[config.mk]
export PLATFORM = sky130hd
export DESIGN_NAME = phj_phase_sequencer
export DESIGN_NICKNAME = d
export VERILOG_FILES = /design/src/rtl/phj_pkg.sv /design/src/rtl/sn_reorder_window.sv /design/src/rtl/phj_phase_sequencer.sv
export SDC_FILE = /design/constraint.sdc
export NUM_CORES = 1
export LEC_CHECK = 0
export ABC_CLOCK_PERIOD_IN_PS = 3650
export CAP_MARGIN = 20
export CORE_MARGIN = 2
export CORE_UTILIZATION = 25
export CTS_BUF_LIST = sky130_fd_sc_hd__clkbuf_8
export DETAILED_ROUTE_END_ITERATION = 10
export MAX_ROUTING_LAYER = met4
export SLEW_MARGIN = 20
export SYNTH_ARGS = -nofsm -noshare
export SYNTH_HDL_FRONTEND = slang
export SYNTH_HIERARCHICAL = 1
export SYNTH_SLANG_ARGS = --single-unit
[constraint.sdc]
create_clock -name clk -period 3.65 [get_ports clk]
set_clock_uncertainty 0.2 [all_clocks]
set_input_delay 0.73 -clock clk [delete_from_list [all_inputs] [get_ports clk]]
set_output_delay 0.73 -clock clk [all_outputs]
set_load 0.005 [all_outputs]
[src/rtl/phj_pkg.sv]
// Shared types and constants for the partitioned-hash-join front end.
// Lane count and serial-number width must track the stream converter.
package phj_pkg;

    localparam int PHJ_LANES  = 8;
    localparam int PHJ_SN_W   = 32;
    localparam int PHJ_WINDOW = 8;

    typedef enum logic [2:0] {
        PH_IDLE   = 3'd0,
        PH_BUILD  = 3'd1,
        PH_BDRAIN = 3'd2,
        PH_PROBE  = 3'd3,
        PH_DONE   = 3'd4
    } phase_t;

endpackage

[src/rtl/sn_reorder_window.sv]
// Out-of-order completion tracker: marks returned serial numbers in a bitmap and
// retires them in order, one per cycle; a return with sn==curr_sn retires 2 cycles later.
module sn_reorder_window #(
    parameter int SN_W   = 32,
    parameter int WINDOW = 8
) (
    input  logic            clk,
    input  logic            reset,
    input  logic            clear,
    input  logic            ret_valid,
    input  logic [SN_W-1:0] ret_sn,
    output logic [SN_W-1:0] curr_sn,
    output logic            err
);

    localparam int IDX_W = $clog2(WINDOW);

    logic [WINDOW-1:0] bitmap_q, bitmap_d;
    logic [SN_W-1:0]   curr_q, curr_d;
    logic [SN_W-1:0]   offset;
    logic [IDX_W-1:0]  set_idx;
    logic [IDX_W-1:0]  ret_idx;
    logic              accept;

    assign offset  = ret_sn - curr_q;
    assign set_idx = ret_sn[IDX_W-1:0];
    assign ret_idx = curr_q[IDX_W-1:0];
    assign accept  = ret_valid && (offset < SN_W'(WINDOW)) && !bitmap_q[set_idx];
    assign err     = ret_valid && !accept;

    always_comb begin
        bitmap_d = bitmap_q;
        curr_d   = curr_q;
        if (bitmap_q[ret_idx]) begin
            bitmap_d[ret_idx] = 1'b0;
            curr_d            = curr_q + 1'b1;
        end
        // Set is applied after the clear so it wins on a shared index.
        if (accept) begin
            bitmap_d[set_idx] = 1'b1;
        end
        if (clear) begin
            bitmap_d = '0;
            curr_d   = '0;
        end
    end

    always_ff @(posedge clk) begin
        if (reset) begin
            bitmap_q <= '0;
            curr_q   <= '0;
        end else begin
            bitmap_q <= bitmap_d;
            curr_q   <= curr_d;
        end
    end

    assign curr_sn = curr_q;

endmodule

[src/rtl/phj_phase_sequencer.sv]
// Join-run controller: IDLE -> BUILD -> BDRAIN -> PROBE -> DONE with converter reset,
// probe gating and in-order retirement; all control outputs are registered.
module phj_phase_sequencer
    import phj_pkg::*;
#(
    parameter int LANES  = PHJ_LANES,
    parameter int SN_W   = PHJ_SN_W,
    parameter int WINDOW = PHJ_WINDOW
) (
    input  logic             clk,
    input  logic             reset,
    input  logic             cfg_start,
    input  logic [SN_W-1:0]  cfg_probe_lines,
    output logic             busy,
    output logic             done,
    output logic [2:0]       phase,
    output logic             conv_resetn,
    input  logic [LANES-1:0] conv_last_build,
    input  logic [LANES-1:0] conv_last_probe,
    input  logic [LANES-1:0] build_ack,
    output logic             probe_gate,
    input  logic             probe_ret_valid,
    input  logic [SN_W-1:0]  probe_ret_sn,
    output logic [SN_W-1:0]  curr_sn,
    output logic             err_sn
);

    phase_t          phase_q, phase_d;
    logic [SN_W-1:0] lines_q, lines_d;
    logic            conv_resetn_q, conv_resetn_d;
    logic            probe_gate_q, probe_gate_d;
    logic            err_q, err_d;
    logic            start_ok;
    logic            win_valid;
    logic            win_err;
    logic [SN_W-1:0] win_curr_sn;

    assign start_ok  = cfg_start && (phase_q == PH_IDLE || phase_q == PH_DONE);
    assign win_valid = probe_ret_valid && (phase_q == PH_PROBE);

    sn_reorder_window #(
        .SN_W   (SN_W),
        .WINDOW (WINDOW)
    ) u_window (
        .clk       (clk),
        .reset     (reset),
        .clear     (start_ok),
        .ret_valid (win_valid),
        .ret_sn    (probe_ret_sn),
        .curr_sn   (win_curr_sn),
        .err       (win_err)
    );

    always_comb begin
        phase_d = phase_q;
        lines_d = lines_q;
        case (phase_q)
            PH_IDLE, PH_DONE: begin
                if (cfg_start) begin
                    phase_d = PH_BUILD;
                    lines_d = cfg_probe_lines;
                end
            end
            PH_BUILD:  if (&conv_last_build) phase_d = PH_BDRAIN;
            PH_BDRAIN: if (&build_ack) phase_d = PH_PROBE;
            PH_PROBE:  if ((win_curr_sn == lines_q) && (&conv_last_probe)) phase_d = PH_DONE;
            default:   phase_d = PH_IDLE;
        endcase

        // Converter is held in reset through the first BUILD cycle of every run.
        conv_resetn_d = !((phase_d == PH_IDLE) || (phase_d == PH_BUILD && phase_q != PH_BUILD));
        probe_gate_d  = (phase_q == PH_PROBE) && (phase_d == PH_PROBE);

        err_d = err_q || win_err || (probe_ret_valid && phase_q != PH_PROBE);
        if (start_ok) begin
            err_d = 1'b0;
        end
    end

    always_ff @(posedge clk) begin
        if (reset) begin
            phase_q       <= PH_IDLE;
            lines_q       <= '0;
            conv_resetn_q <= 1'b0;
            probe_gate_q  <= 1'b0;
            err_q         <= 1'b0;
        end else begin
            phase_q       <= phase_d;
            lines_q       <= lines_d;
            conv_resetn_q <= conv_resetn_d;
            probe_gate_q  <= probe_gate_d;
            err_q         <= err_d;
        end
    end

    assign phase       = phase_q;
    assign busy        = (phase_q != PH_IDLE) && (phase_q != PH_DONE);
    assign done        = (phase_q == PH_DONE);
    assign conv_resetn = conv_resetn_q;
    assign probe_gate  = probe_gate_q;
    assign curr_sn     = win_curr_sn;
    assign err_sn      = err_q;

endmodule
Word level (Yosys, flattened, before mapping) --
Index checks and enable logic that the tools add are counted.
Word-level totals: flip-flop bits (word level) 78, input port bits 92, output and inout port bits 40, word-level logic and storage cells 70
Operators by class: add/subtract/negate cells 2, order comparisons 5, equal/unequal tests 10, multiplexer cells 15, bitwise operators 3, reductions and logical operators 28
Operators with widths (count):
- adder 32 x 1 -> 32 bit (second input constant) | 1
- == test 32 bit | 1
- < comparator 32 x 4 -> 1 bit (second input constant) | 1
- subtractor 32 bit | 1
- AND reduction 8 bit | 3
- two-way mux 8 bit | 2
- logical AND 1 bit | 12
- two-way mux 3 bit | 4
- one-hot mux 3 bit (4 select lines) | 1
- == test 3 x 2 -> 1 bit (second input constant) | 3
- bitwise AND 8 bit | 1
- < comparator 3 x 4 -> 1 bit (second input constant) | 2
- inverter 8 bit | 1
- OR 8 bit | 1
- binary-select mux 1 bit (select 3 bit) | 2
- demux 1 bit (select 3 bit) | 2
- == test 3 x 1 -> 1 bit (second input constant) | 2
- >= comparator 3 x 1 -> 1 bit (second input constant) | 2
- logical NOT 3 bit | 2
- logical OR 1 bit | 4
- two-way mux 1 bit | 4
- OR reduction 2 bit | 2
- == test 3 bit (second input constant) | 1
- logical NOT 1 bit | 3
- other kinds (5) | 5

Logic depth before layout (Yosys ltp) --
Gate-level depths: netlist of run 1.
depth in word-level cells 9, depth in mapped cells 14

Hierarchy --
The synthesis of run 1 kept the hierarchy.
By module, submodules not included:
- sn_reorder_window | instances 1, cells each 578, area each 4262.8 um2, seq. area each 800.8 um2
- phj_phase_sequencer | instances 1, cells each 219, area each 1741.7 um2, seq. area each 760.7 um2

Worst setup path after synthesis of run 1 --
Ideal clock, no wire load.
path type input -> register, start point in probe_ret_sn[7], end point reg err_q, in the netlist err_sn, setup time 0.121 ns, data arrival time 3.469 ns, data required time 3.329 ns, slack -0.140 ns, stages on the path 13, path buffers 1, path through ha_1 -> buf_2 -> a21oi_1 -> o21ai_0 -> o21bai_1 -> or4b_1 -> a311oi_2 -> xnor2_1 -> nor4_4 -> nand4_1 -> and2_1 -> a211oi_1 -> nor3_1
Between the ends: cells in the longest elaborated chain, start to end 8
RTL lines:
- start, declared | RTL line phj_phase_sequencer.sv:23 | input logic [SN_W-1:0] probe_ret_sn,
- subtractor 32 bit | RTL line sn_reorder_window.sv:25 | assign offset = ret_sn - curr_q;
- < comparator 32 x 4 -> 1 bit | RTL line sn_reorder_window.sv:28 | assign accept = ret_valid && (offset < SN_W'(WINDOW)) && !bitmap_q[set_idx];
- logical AND 1 bit (2 in series) | RTL line sn_reorder_window.sv:28
- logical NOT 1 bit | RTL line sn_reorder_window.sv:29 | assign err = ret_valid && !accept;
- logical AND 1 bit | RTL line sn_reorder_window.sv:29
- net win_err | RTL line phj_phase_sequencer.sv:35 | logic win_err;
- logical OR 1 bit (2 in series) | RTL line phj_phase_sequencer.sv:74 | err_d = err_q || win_err || (probe_ret_valid && phase_q != PH_PROBE);
- end signal, assigned | RTL line phj_phase_sequencer.sv:92 | err_q <= err_d;
- end, declared | RTL line phj_phase_sequencer.sv:32 | logic err_q, err_d;
The timed path passes the listed nets, and every way through them passes these cells. A chain may end at the register's enable or synchronous reset.

Final worst setup path of run 1 --
start point in probe_ret_sn[10], end point reg u_window.bitmap_q[0]
Between the ends: cells in the longest elaborated chain, start to end 5
RTL lines:
- subtractor 32 bit | RTL line sn_reorder_window.sv:25
- < comparator 32 x 4 -> 1 bit | RTL line sn_reorder_window.sv:28
- logical AND 1 bit (2 in series) | RTL line sn_reorder_window.sv:28
- two-way mux 8 bit | RTL line sn_reorder_window.sv:39 | if (accept) begin
- end signal, assigned | RTL line sn_reorder_window.sv:53 | bitmap_q <= bitmap_d;
- end, declared | RTL line sn_reorder_window.sv:18 | logic [WINDOW-1:0] bitmap_q, bitmap_d;
No other way between the ends.

==> results of run 1 <==
metrics by stage:
step	std cells	TNS, ns	setup slack (ns)
after floorplan	797	0	0.00233
after detailed placement	1372	-4.26	-0.609
after CTS	1391	0	0.00110
final	1392	0	0.120
after global routing	1392	-0.00718	-0.00395
after global placement	1372	-3.75	-0.568
cell usage in the layout (no fill, tap or decap), types with 4 or more instances in the layout:
master and n:
sky130_fd_sc_hd__a21o_1 9, sky130_fd_sc_hd__a21oi_1 70, sky130_fd_sc_hd__a21oi_2 9, sky130_fd_sc_hd__a31oi_1 7, sky130_fd_sc_hd__and2_1 4, sky130_fd_sc_hd__and3_1 8
sky130_fd_sc_hd__buf_4 173, sky130_fd_sc_hd__clkbuf_8 12, sky130_fd_sc_hd__clkdlybuf4s50_1 109, sky130_fd_sc_hd__dfxtp_1 78, sky130_fd_sc_hd__dlygate4sd2_1 19, sky130_fd_sc_hd__ha_1 9
sky130_fd_sc_hd__ha_4 22, sky130_fd_sc_hd__inv_1 40, sky130_fd_sc_hd__nand2_1 106, sky130_fd_sc_hd__nand3_1 19, sky130_fd_sc_hd__nand4_1 33, sky130_fd_sc_hd__nor2_1 61
sky130_fd_sc_hd__nor2b_1 4, sky130_fd_sc_hd__nor3_1 22, sky130_fd_sc_hd__nor4_1 14, sky130_fd_sc_hd__nor4_4 4, sky130_fd_sc_hd__o211ai_1 7, sky130_fd_sc_hd__o21a_1 13
sky130_fd_sc_hd__o21ai_0 17, sky130_fd_sc_hd__o21ai_1 11, sky130_fd_sc_hd__o311ai_0 9, sky130_fd_sc_hd__o31ai_1 5, sky130_fd_sc_hd__or2_2 4, sky130_fd_sc_hd__or3_1 4
sky130_fd_sc_hd__xnor2_1 36, sky130_fd_sc_hd__xor2_1 32
flip-flops by register name (all words and copies together) (netlist names):
signal	cells
conv_resetn	1
err_sn	1
u_window/bitmap_q	8
lines_q	32
phase	3
u_window/curr_sn	32
probe_gate	1
cells by family (layout without fill, tap and decap cells):
logic type      count (synthesis)  after routing  synth area share (%)
fa+ha+maj                      31             31                  6.46
mux                             8              8                  1.81
compound gates                207            207                  23.0
flops                          78             78                  26.0
buf+inv                        85            361                  5.75
xor+xnor                       69             69                  10.1
simple gates                  319            319                  26.9
worst max-delay path: stages:
cell and delay, ns:
sky130_fd_sc_hd__dlygate4sd2_1 0.26, sky130_fd_sc_hd__ha_4 0.28, sky130_fd_sc_hd__buf_4 0.13, sky130_fd_sc_hd__buf_4 0.13, sky130_fd_sc_hd__nand4_1 0.17, sky130_fd_sc_hd__or2_2 0.32, sky130_fd_sc_hd__o22ai_1 0.20, sky130_fd_sc_hd__a21oi_1 0.13
sky130_fd_sc_hd__o21a_1 0.24, sky130_fd_sc_hd__o21a_1 0.22, sky130_fd_sc_hd__nor4b_1 0.34, sky130_fd_sc_hd__nand4_2 0.24, sky130_fd_sc_hd__o31ai_2 0.21
worst min path at each step:
stage          cells after the start  slack (ns)   startpoint     endpoint
2_1_floorplan                      2        0.25   lines_q[0]   lines_q[0]
3_3_place_gp                       2        0.25   lines_q[8]   lines_q[8]
3_5_place_dp                       2        0.26  lines_q[14]  lines_q[14]
4_1_cts                            2        0.27   lines_q[9]   lines_q[9]
5_1_grt                            2        0.29   lines_q[9]   lines_q[9]
6_report                           2        0.27   lines_q[0]   lines_q[0]
per-layer routing:
layer / vias to the layer above / global-route usage (%)
li1: 3434 / -
met1: 3162 / 24.3
met2: 183 / 28.6
met3: 25 / 2.55
met4: 0 / 4.13
met5: - / -
repair_timing:
action,4_1_cts,5_1_grt
setup buffers,4,1
gates resized for setup,66,25
pin swaps,24,17
gates cloned,0,0
endpoints found under the setup margin,9,9
hold endpoints to repair,0,0
cell type report:
class,instances,area (um2)
Multi-Input combinational cell,634,4580
Tap cell,319,399
Timing Repair Buffer,304,2590
Clock buffer,12,165
Sequential cell,78,1560
Inverter,42,158
Clock inverter,3,42.5
Fill cell,2489,14000
power by group through the flow:
stage | clock [W] | combinational (W) | sequential, W
2_1_floorplan | 0 | 0.000299 | 0.000907
3_3_place_gp | 0 | 0.000605 | 0.000909
3_5_place_dp | 0 | 0.000608 | 0.000910
4_1_cts | 0.000709 | 0.000645 | 0.000890
5_1_grt | 0.000743 | 0.000718 | 0.000893
6_report | 0.000694 | 0.000662 | 0.000890
==> reports/metrics.yaml, run 1 <==
static-leakage-power_nw: 3.67
grt_setup_unrepaired: "true"
vias_per_cell: 4.89
core_area_um2: 23500
cts_inserted_buffers: 9
outcome: "finished clean"
path_type_of_the_worst_setup_path: "in2reg"
setup_viol: 0
num_rows: 56
final_max_slew_viol_count: 0
critical_path_required_ns: 3.72
grt.total_usage_pct: 18.0
timing.hold.ws_ns: 0.269
reg2regPathDepth: 13
clock_insertion_delay_worst_skew_ns: 0.36
pwr-share-clk_pct: 30.9
cell_internal_pwr_w: 0.00158
finalWorstPathRequiredPeriod_ns: 3.53
power.share.combinational_pct: 29.5
num_antenna_cells: 0
fin_util_pct: 40.4
fmax_mhz: 283
die_w_um: 159
clock_path_buffers: 2
gp_congestion: 0.915
worst-slew-pin-transition_ns: 0.604
yosys-top-cells-count: "106 x sky130_fd_sc_hd__nand2_1, 79 x sky130_fd_sc_hd__a21oi_1, 78 x sky130_fd_sc_hd__dfxtp_1, 64 x sky130_fd_sc_hd__nor2_1, 40 x sky130_fd_sc_hd__inv_1"
pin_count: 132
detailroute.via_count: 6804
start_kind: "input pin"
pin_count_of_the_biggest_net_entering_global_routing: 39
power.total_w: 0.00225
finalHoldViolations: 0
detailed_route_wire_length_um: 22700
largest_area_contributor_in_the_synthesized_netlist: "sky130_fd_sc_hd__dfxtp_1"
met2_wire_length_um: 10300
post_synth_inst_count: 797
die_h_um: 159
maximum_ir_drop_on_the_vdd_rail_mv: 0.184
wl_met1_um: 10900
drt.antenna.violating_nets: 0
met3_wirelength_um: 1040
synth_cell_type_count: 76
drt_iter0_markers: 398
ys_top_cells_by_area: "sky130_fd_sc_hd__dfxtp_1 26%, sky130_fd_sc_hd__nand2_1 6.6%, sky130_fd_sc_hd__a21oi_1 6.6%"
critical_path.reg2reg.startpoint: "u_window/curr_sn[7]"
clkSinkCount: 78
drive_above_1_share_pct: 25.6
placed_cell_area_um2: 8810
yosys.area.top_type_share_pct: 26.0
overall_die_area_um2: 25300
post-synth-top-count-cell: "sky130_fd_sc_hd__nand2_1"
worst-path-max-fanout: 5
timing.critical_path.arrival_ns: 3.60
worst_setup_hold_path_clk_slew_ns: 0.08
pwr-share-seq_pct: 39.6
initial_utilization_pct: 25.5
syn_to_final_growth_pct: 58.3
synthesis.area_um2: 6000
place.port_buffers: 131
cts_tree: "built"
worst-r2r-setup-slack_ns: 0.25
cts.htree.levels: 3
synth_seq_cells: 78
final_design_area_no_fill_um2: 9500
hpwl_um: 18600
synth.yosys.warnings: 6
post_synth.cell_area_avg_um2: 7.53
topRoutingLayerUsed: "met4"
worst_slew_margin_rel_pct: 59.5
synth_enable_flop_cells: 0
min-delay-path-class: "reg2reg"
crit-reg2reg-capture: "err_sn"
fin_nets: 1192
sw_frac_of_total_pct: 29.5
global_route.overflow_total: 0
number_of_antenna_violations_at_the_first_check_in_global_routing: 0
clockRootBuffer: "sky130_fd_sc_hd__clkbuf_8"
dominantRegCellSynth: "sky130_fd_sc_hd__dfxtp_1"
critPathCapture: "u_window/bitmap_q[0]"
startpoint: "probe_ret_sn[10]"
wl_per_cell_um: 16.3
global_route_wire_length_before_repair_um: 35400
first_global_vias: 6671
synth-seq-area-share_pct: 26.0
timing.final.crit_share_pct: 96.7
timing.critical_path.to_type: "flip-flop"
drv.max_cap_violation_count: 0
async_reset_ff_share_pct: 0
ctsHoldBuffers: 0
total_switching_power_w: 0.000662
drc_errors: 0
nets_in_the_synthesized_netlist: 920
power_density_nw_per_um2: 236
detailedRoute.firstPassIterationCount: 5
Note: power is estimated with default switching activity, not from simulation.
==> run 2, diff against run 1 <==
Settings changed: ABC_CLOCK_PERIOD_IN_PS 3650 to 3010, CELL_PAD_IN_SITES_DETAIL_PLACEMENT from default to 1, CELL_PAD_IN_SITES_GLOBAL_PLACEMENT from default to 1, DONT_BUFFER_PORTS from default to 1, PLACE_DENSITY_LB_ADDON from default to 0.1.
Clock period 3.65 ns to 3.01 ns, I/O delays scaled along.
==> reports/metrics.yaml, run 2 (synthesis results as in run 1) <==
outcome: "finished with violations"
violations: "negative setup slack"
vias_per_cell: 5.09
power_density_nw_per_um2: 302
drive_above_1_share_pct: 40.0
startpoint: "u_window/curr_sn[2]"
reg2regPathDepth: 14
path_common_cell: "sky130_fd_sc_hd__nand4_1"
finalHoldViolations: 0
ctsHoldBuffers: 0
grt_setup_unrepaired: "true"
pin_count: 132
min-delay-path-class: "in2reg"
number_of_antenna_violations_at_the_first_check_in_global_routing: 0
cts.htree.levels: 3
detailed_route_wire_length_um: 26600
clock_insertion_delay_worst_skew_ns: 0.35
worstHoldPathCells: 1
detailedRoute.firstPassIterationCount: 4
cp_cell_sequence: "inv_4, ha_4, a21o_1, a31o_4, a311o_1, buf_6, a21oi_4, xnor2_2, nand4_1, nor4_4, nand4_1, and2_4, a211oi_2, nor3_1"
setup_total_negative_slack_ns: -1.72
place.port_buffers: 0
fillCellCount: 2832
crit-reg2reg-capture: "err_sn"
initial_utilization_pct: 25.5
pin_count_of_the_biggest_net_entering_global_routing: 41
mostFrequentLayoutCells: "211 x sky130_fd_sc_hd__buf_4, 102 x sky130_fd_sc_hd__nand2_1, 63 x sky130_fd_sc_hd__dfxtp_1, 61 x sky130_fd_sc_hd__nor2_1, 57 x sky130_fd_sc_hd__a21oi_1"
first_global_vias: 7276
critical_path_required_ns: 3.04
final_design_area_no_fill_um2: 9030
worst-slew-pin-transition_ns: 0.560
critPathSlowestCell: "sky130_fd_sc_hd__nor4_4"
num_antenna_cells: 0
drt.antenna.violating_nets: 0
worst-r2r-setup-slack_ns: -0.29
power.total_w: 0.00273
final_max_slew_viol_count: 0
global_route_wire_length_before_repair_um: 41600
clkSinkCount: 78
hold_end: "lines_q[0]"
core_area_um2: 23500
fin_nets: 1107
layout_setup_ws_ns: -0.293
final_common_cell: "sky130_fd_sc_hd__buf_4"
placed_cell_area_um2: 7980
worst_slew_margin_rel_pct: 62.3
global_route.overflow_total: 0
hpwl_um: 22200
critical_path.reg2reg.startpoint: "u_window/curr_sn[2]"
detailroute.via_count: 6664
finalWorstPathRequiredPeriod_ns: 3.30
syn_to_final_growth_pct: 50.4
timing.hold.worst.start: "reset"
worst-path-max-fanout: 4
overall_die_area_um2: 25300
static-leakage-power_nw: 3.47
path_type_of_the_worst_setup_path: "reg2reg"
fmax_mhz: 303
start_kind: "flip-flop"
grt.total_usage_pct: 21.5
drc_errors: 0
drt_iter0_markers: 254
timing.final.crit_share_pct: 110
cts_inserted_buffers: 9
gp_congestion: 0.857
timing.hold.ws_ns: 0.114
worst_setup_hold_path_clk_slew_ns: 0.08
clock_path_buffers: 2
sequential_cell_area_um2: 1580
cts_tree: "built"
timing.critical_path.arrival_ns: 3.33
die_w_um: 159
drv.max_cap_violation_count: 0
wl_per_cell_um: 20.3
setup_viol: 9
clockRootBuffer: "sky130_fd_sc_hd__clkbuf_8"
die_h_um: 159
critical_path.max_stage_delay_ns: 0.36
fin_util_pct: 38.4
timing.critical_path.to_type: "flip-flop"
multiInputGateArea_um2: 4950
maximum_ir_drop_on_the_vdd_rail_mv: 0.171
num_rows: 56
==> run 2: worst max-delay path by stage <==
stage             end  slack [ns]  cells after the start
2_1_floorplan  err_sn       -0.39                     13
3_3_place_gp   err_sn       -0.79                     12
3_5_place_dp   err_sn       -0.84                     12
4_1_cts        err_sn       -0.37                     13
5_1_grt        err_sn       -0.45                     13
6_report       err_sn       -0.29                     14
==> run 2: cell type report <==
| cell class | instances | area share (%) |
|---|---|---|
| multi-input cells | 634 | 54.8 |
| repair buffers | 219 | 18.9 |
| flip-flops and latches | 78 | 17.5 |
| well taps | 319 | 4.42 |
| inverters | 42 | 1.94 |
| clock buffers | 10 | 1.52 |
| clock inverters | 6 | 0.859 |
==> run 2: layer usage <==
metal / part of all wire, % / global-route usage [%] / vias to the layer above
met2: 47 / 35.8 / 122
met1: 46 / 26.8 / 3262
met3: 5.3 / 4.92 / 25
li1: - / - / 3255
met5: 0 / - / -
met4: 1.9 / 4.50 / 0
==> run 2: what timing repair did <==
| item | in CTS | in global routing |
|---|---|---|
| setup endpoints to repair | 9 | 16 |
| buffers inserted | 14 | 4 |
| cloned | 0 | 0 |
| resized for setup | 117 | 42 |
| pin swaps | 40 | 25 |
==> run 2: through the flow <==
step | std cells | setup WS [ns]
after global placement | 1276 | -0.787
after global routing | 1308 | -0.453
final | 1308 | -0.293
after floorplan | 797 | -0.393
after CTS | 1304 | -0.365
after detailed placement | 1276 | -0.836
==> run 2: where the power goes <==
part / internal (W) / switching (W) / total [W]
clock network: 0.000482 / 0.000393 / 0.000875
logic: 0.000368 / 0.000409 / 0.000778
registers: 0.00106 / 0.0000189 / 0.00108
total: 0.00191 / 0.000821 / 0.00273
==> run 2: worst max-delay path: cells and delay by family (launching register included) <==
kind                       cells  cell delay (ns)
AOI/OAI and AO/OA              5             1.03
xor gates and xnor gates       1             0.14
adders and majority gates      1             0.24
buffers and inverters          2             0.21
DFF                            1             0.35
and+or+nand+nor                5             1.01
==> run 3, diff against run 2 <==
Settings changed: CTS_CLUSTER_SIZE from default to 16, REMOVE_ABC_BUFFERS from default to 1.
==> reports/metrics.yaml, run 3 (synthesis results as in run 1) <==
gp_congestion: 0.857
pin_count: 132
mostFrequentLayoutCells: "213 x sky130_fd_sc_hd__buf_4, 106 x sky130_fd_sc_hd__nand2_1, 68 x sky130_fd_sc_hd__dfxtp_1, 66 x sky130_fd_sc_hd__a21oi_1, 59 x sky130_fd_sc_hd__nor2_1"
total_switching_power_w: 0.000825
path_delay_family: "compound AO/OA/AOI/OAI gates"
pin_count_of_the_biggest_net_entering_global_routing: 41
first_global_vias: 7037
critical_path_required_ns: 3.09
cp_cell_sequence: "clkinv_2, ha_4, a21o_1, a31o_4, a311o_1, buf_4, a21oi_2, xnor2_1, nand4_1, nor4_4, buf_4, nand4_4, o31ai_2"
grt_setup_unrepaired: "true"
drc_errors: 0
clock_path_buffers: 2
sw_frac_of_total_pct: 29.6
finalWorstPathRequiredPeriod_ns: 3.37
die_h_um: 159
min-delay-path-class: "in2reg"
detailroute.via_count: 6758
place_ws_ns: -0.785
met2_wire_length_um: 12800
worst-r2r-setup-slack_ns: -0.36
detailed_route_wire_length_um: 26900
wl_per_cell_um: 20.6
critical_path.n_buffers_inverters: 3
fillCellCount: 2877
hpwl_um: 22300
overall_die_area_um2: 25300
worst_slew_margin_rel_pct: 50.9
wl_met1_um: 12300
finalHoldViolations: 0
reg2regPathDepth: 13
timing.critical_path.arrival_ns: 3.45
power_density_nw_per_um2: 318
worstHoldPathCells: 1
num_rows: 56
global_route.overflow_total: 0
cell_internal_pwr_w: 0.00196
worst-slew-pin-transition_ns: 0.730
number_of_antenna_violations_at_the_first_check_in_global_routing: 0
met3_wirelength_um: 1460
power.total_w: 0.00279
vias_per_cell: 5.17
sequential_cell_area_um2: 1570
timing.critical_path.to_type: "flip-flop"
detailedRoute.firstPassIterationCount: 4
cts_inserted_buffers: 9
initial_utilization_pct: 25.5
fmax_mhz: 297
pwr-share-clk_pct: 35.4
syn_to_final_growth_pct: 46.2
cts.htree.levels: 3
final_max_slew_viol_count: 0
layout_setup_ws_ns: -0.360
place.port_buffers: 0
fin_util_pct: 37.3
drt_iter0_markers: 359
ctsHoldBuffers: 0
drive_above_1_share_pct: 36.4
critPathSlowestCell: "sky130_fd_sc_hd__nor4_4"
outcome: "finished with violations"
clock_insertion_delay_worst_skew_ns: 0.36
start_kind: "flip-flop"
final_common_cell: "sky130_fd_sc_hd__buf_4"
timing.final.crit_share_pct: 112
core_area_um2: 23500
static-leakage-power_nw: 3.42
fin_nets: 1107
maximum_ir_drop_on_the_vdd_rail_mv: 0.187
global_route_wire_length_before_repair_um: 41200
grt.total_usage_pct: 21.5
timing.hold.worst.start: "reset"
pwr-share-seq_pct: 38.7
critical_path.max_stage_delay_ns: 0.38
worst-path-max-fanout: 4
drv.max_cap_violation_count: 0
drt.antenna.violating_nets: 0
clockRootBuffer: "sky130_fd_sc_hd__clkbuf_8"
path_type_of_the_worst_setup_path: "reg2reg"
critical_path.reg2reg.startpoint: "u_window/curr_sn[2]"
crit-reg2reg-capture: "u_window/bitmap_q[0]"
setup_viol: 9
worst_setup_hold_path_clk_slew_ns: 0.09
num_antenna_cells: 0
topRoutingLayerUsed: "met4"
power.share.combinational_pct: 25.9
hold_end: "lines_q[26]"
cts_tree: "built"
violations: "negative setup slack"
path_common_cell: "sky130_fd_sc_hd__buf_4"
die_w_um: 159
clkSinkCount: 78
multiInputGateArea_um2: 4720
timing.hold.ws_ns: 0.0935
==> run 3: changes by cell type in the layout (fill, tap and decap cells not counted), moves of 6 or more <==
cell                      change
sky130_fd_sc_hd__o21ai_1      +6
sky130_fd_sc_hd__o21ai_2      -7
sky130_fd_sc_hd__a21oi_1      +9
sky130_fd_sc_hd__inv_4        -6
sky130_fd_sc_hd__a21oi_4      -7
==> run 3: worst max-delay path by stage <==
stage / from / endpoint / slack, ns / cells past startpoint
3_3_place_gp: probe_ret_sn[10] / err_sn / -0.81 / 14
3_5_place_dp: probe_ret_sn[10] / err_sn / -0.78 / 14
2_1_floorplan: probe_ret_sn[13] / err_sn / -0.65 / 12
6_report: u_window/curr_sn[2] / u_window/bitmap_q[0] / -0.36 / 13
5_1_grt: u_window/curr_sn[6] / err_sn / -0.48 / 14
4_1_cts: u_window/curr_sn[1] / u_window/bitmap_q[0] / -0.41 / 12
==> run 3: metrics by stage <==
| step | area [um2] | TNS, ns | std cells |
|---|---|---|---|
| after CTS | 8520 | -2.84 | 1303 |
| after detailed placement | 7740 | -6.11 | 1274 |
| after global routing | 8780 | -3.69 | 1308 |
| after global placement | 7740 | -6.08 | 1274 |
| final | 8780 | -2.57 | 1308 |
| after floorplan | 5820 | -4.37 | 754 |
==> run 3: power groups by stage <==
stage                     clock [W]  combinational, W  sequential (W)
final                      0.000988          0.000722         0.00108
after floorplan                   0          0.000333         0.00110
after global routing        0.00107          0.000786         0.00108
after CTS                   0.00102          0.000687         0.00108
after detailed placement          0          0.000626         0.00110
after global placement            0          0.000612         0.00110
==> run 3: worst reg2reg max path, stage by stage (launching register included) <==
cell	delay [ns]
sky130_fd_sc_hd__dfxtp_2	0.35
sky130_fd_sc_hd__clkinv_2	0.08
sky130_fd_sc_hd__ha_4	0.26
sky130_fd_sc_hd__a21o_1	0.19
sky130_fd_sc_hd__a31o_4	0.23
sky130_fd_sc_hd__a311o_1	0.34
sky130_fd_sc_hd__buf_4	0.17
sky130_fd_sc_hd__a21oi_2	0.12
sky130_fd_sc_hd__xnor2_1	0.15
sky130_fd_sc_hd__nand4_1	0.23
sky130_fd_sc_hd__nor4_4	0.38
sky130_fd_sc_hd__buf_4	0.20
sky130_fd_sc_hd__nand4_4	0.15
sky130_fd_sc_hd__o31ai_2	0.22
==> run 3: layout make-up <==
class	count	share of cell area, %
Multi-Input combinational cell	634	53.8
Timing Repair Buffer	219	19.1
Sequential cell	78	17.9
Tap cell	319	4.55
Inverter	42	1.84
Clock buffer	10	1.57
Clock inverter	6	1.25
==> run 3: what timing repair did <==
action | CTS | global route
setup buffers | 14 | 5
pin swaps | 31 | 26
endpoints found under the setup margin | 13 | 14
gates resized for setup | 84 | 49
==> run 3: routing by layer <==
layer	global-route usage, %	vias up
li1	-	3261
met2	35.1	142
met1	27.4	3340
met4	3.51	0
met5	-	-
met3	5.13	15
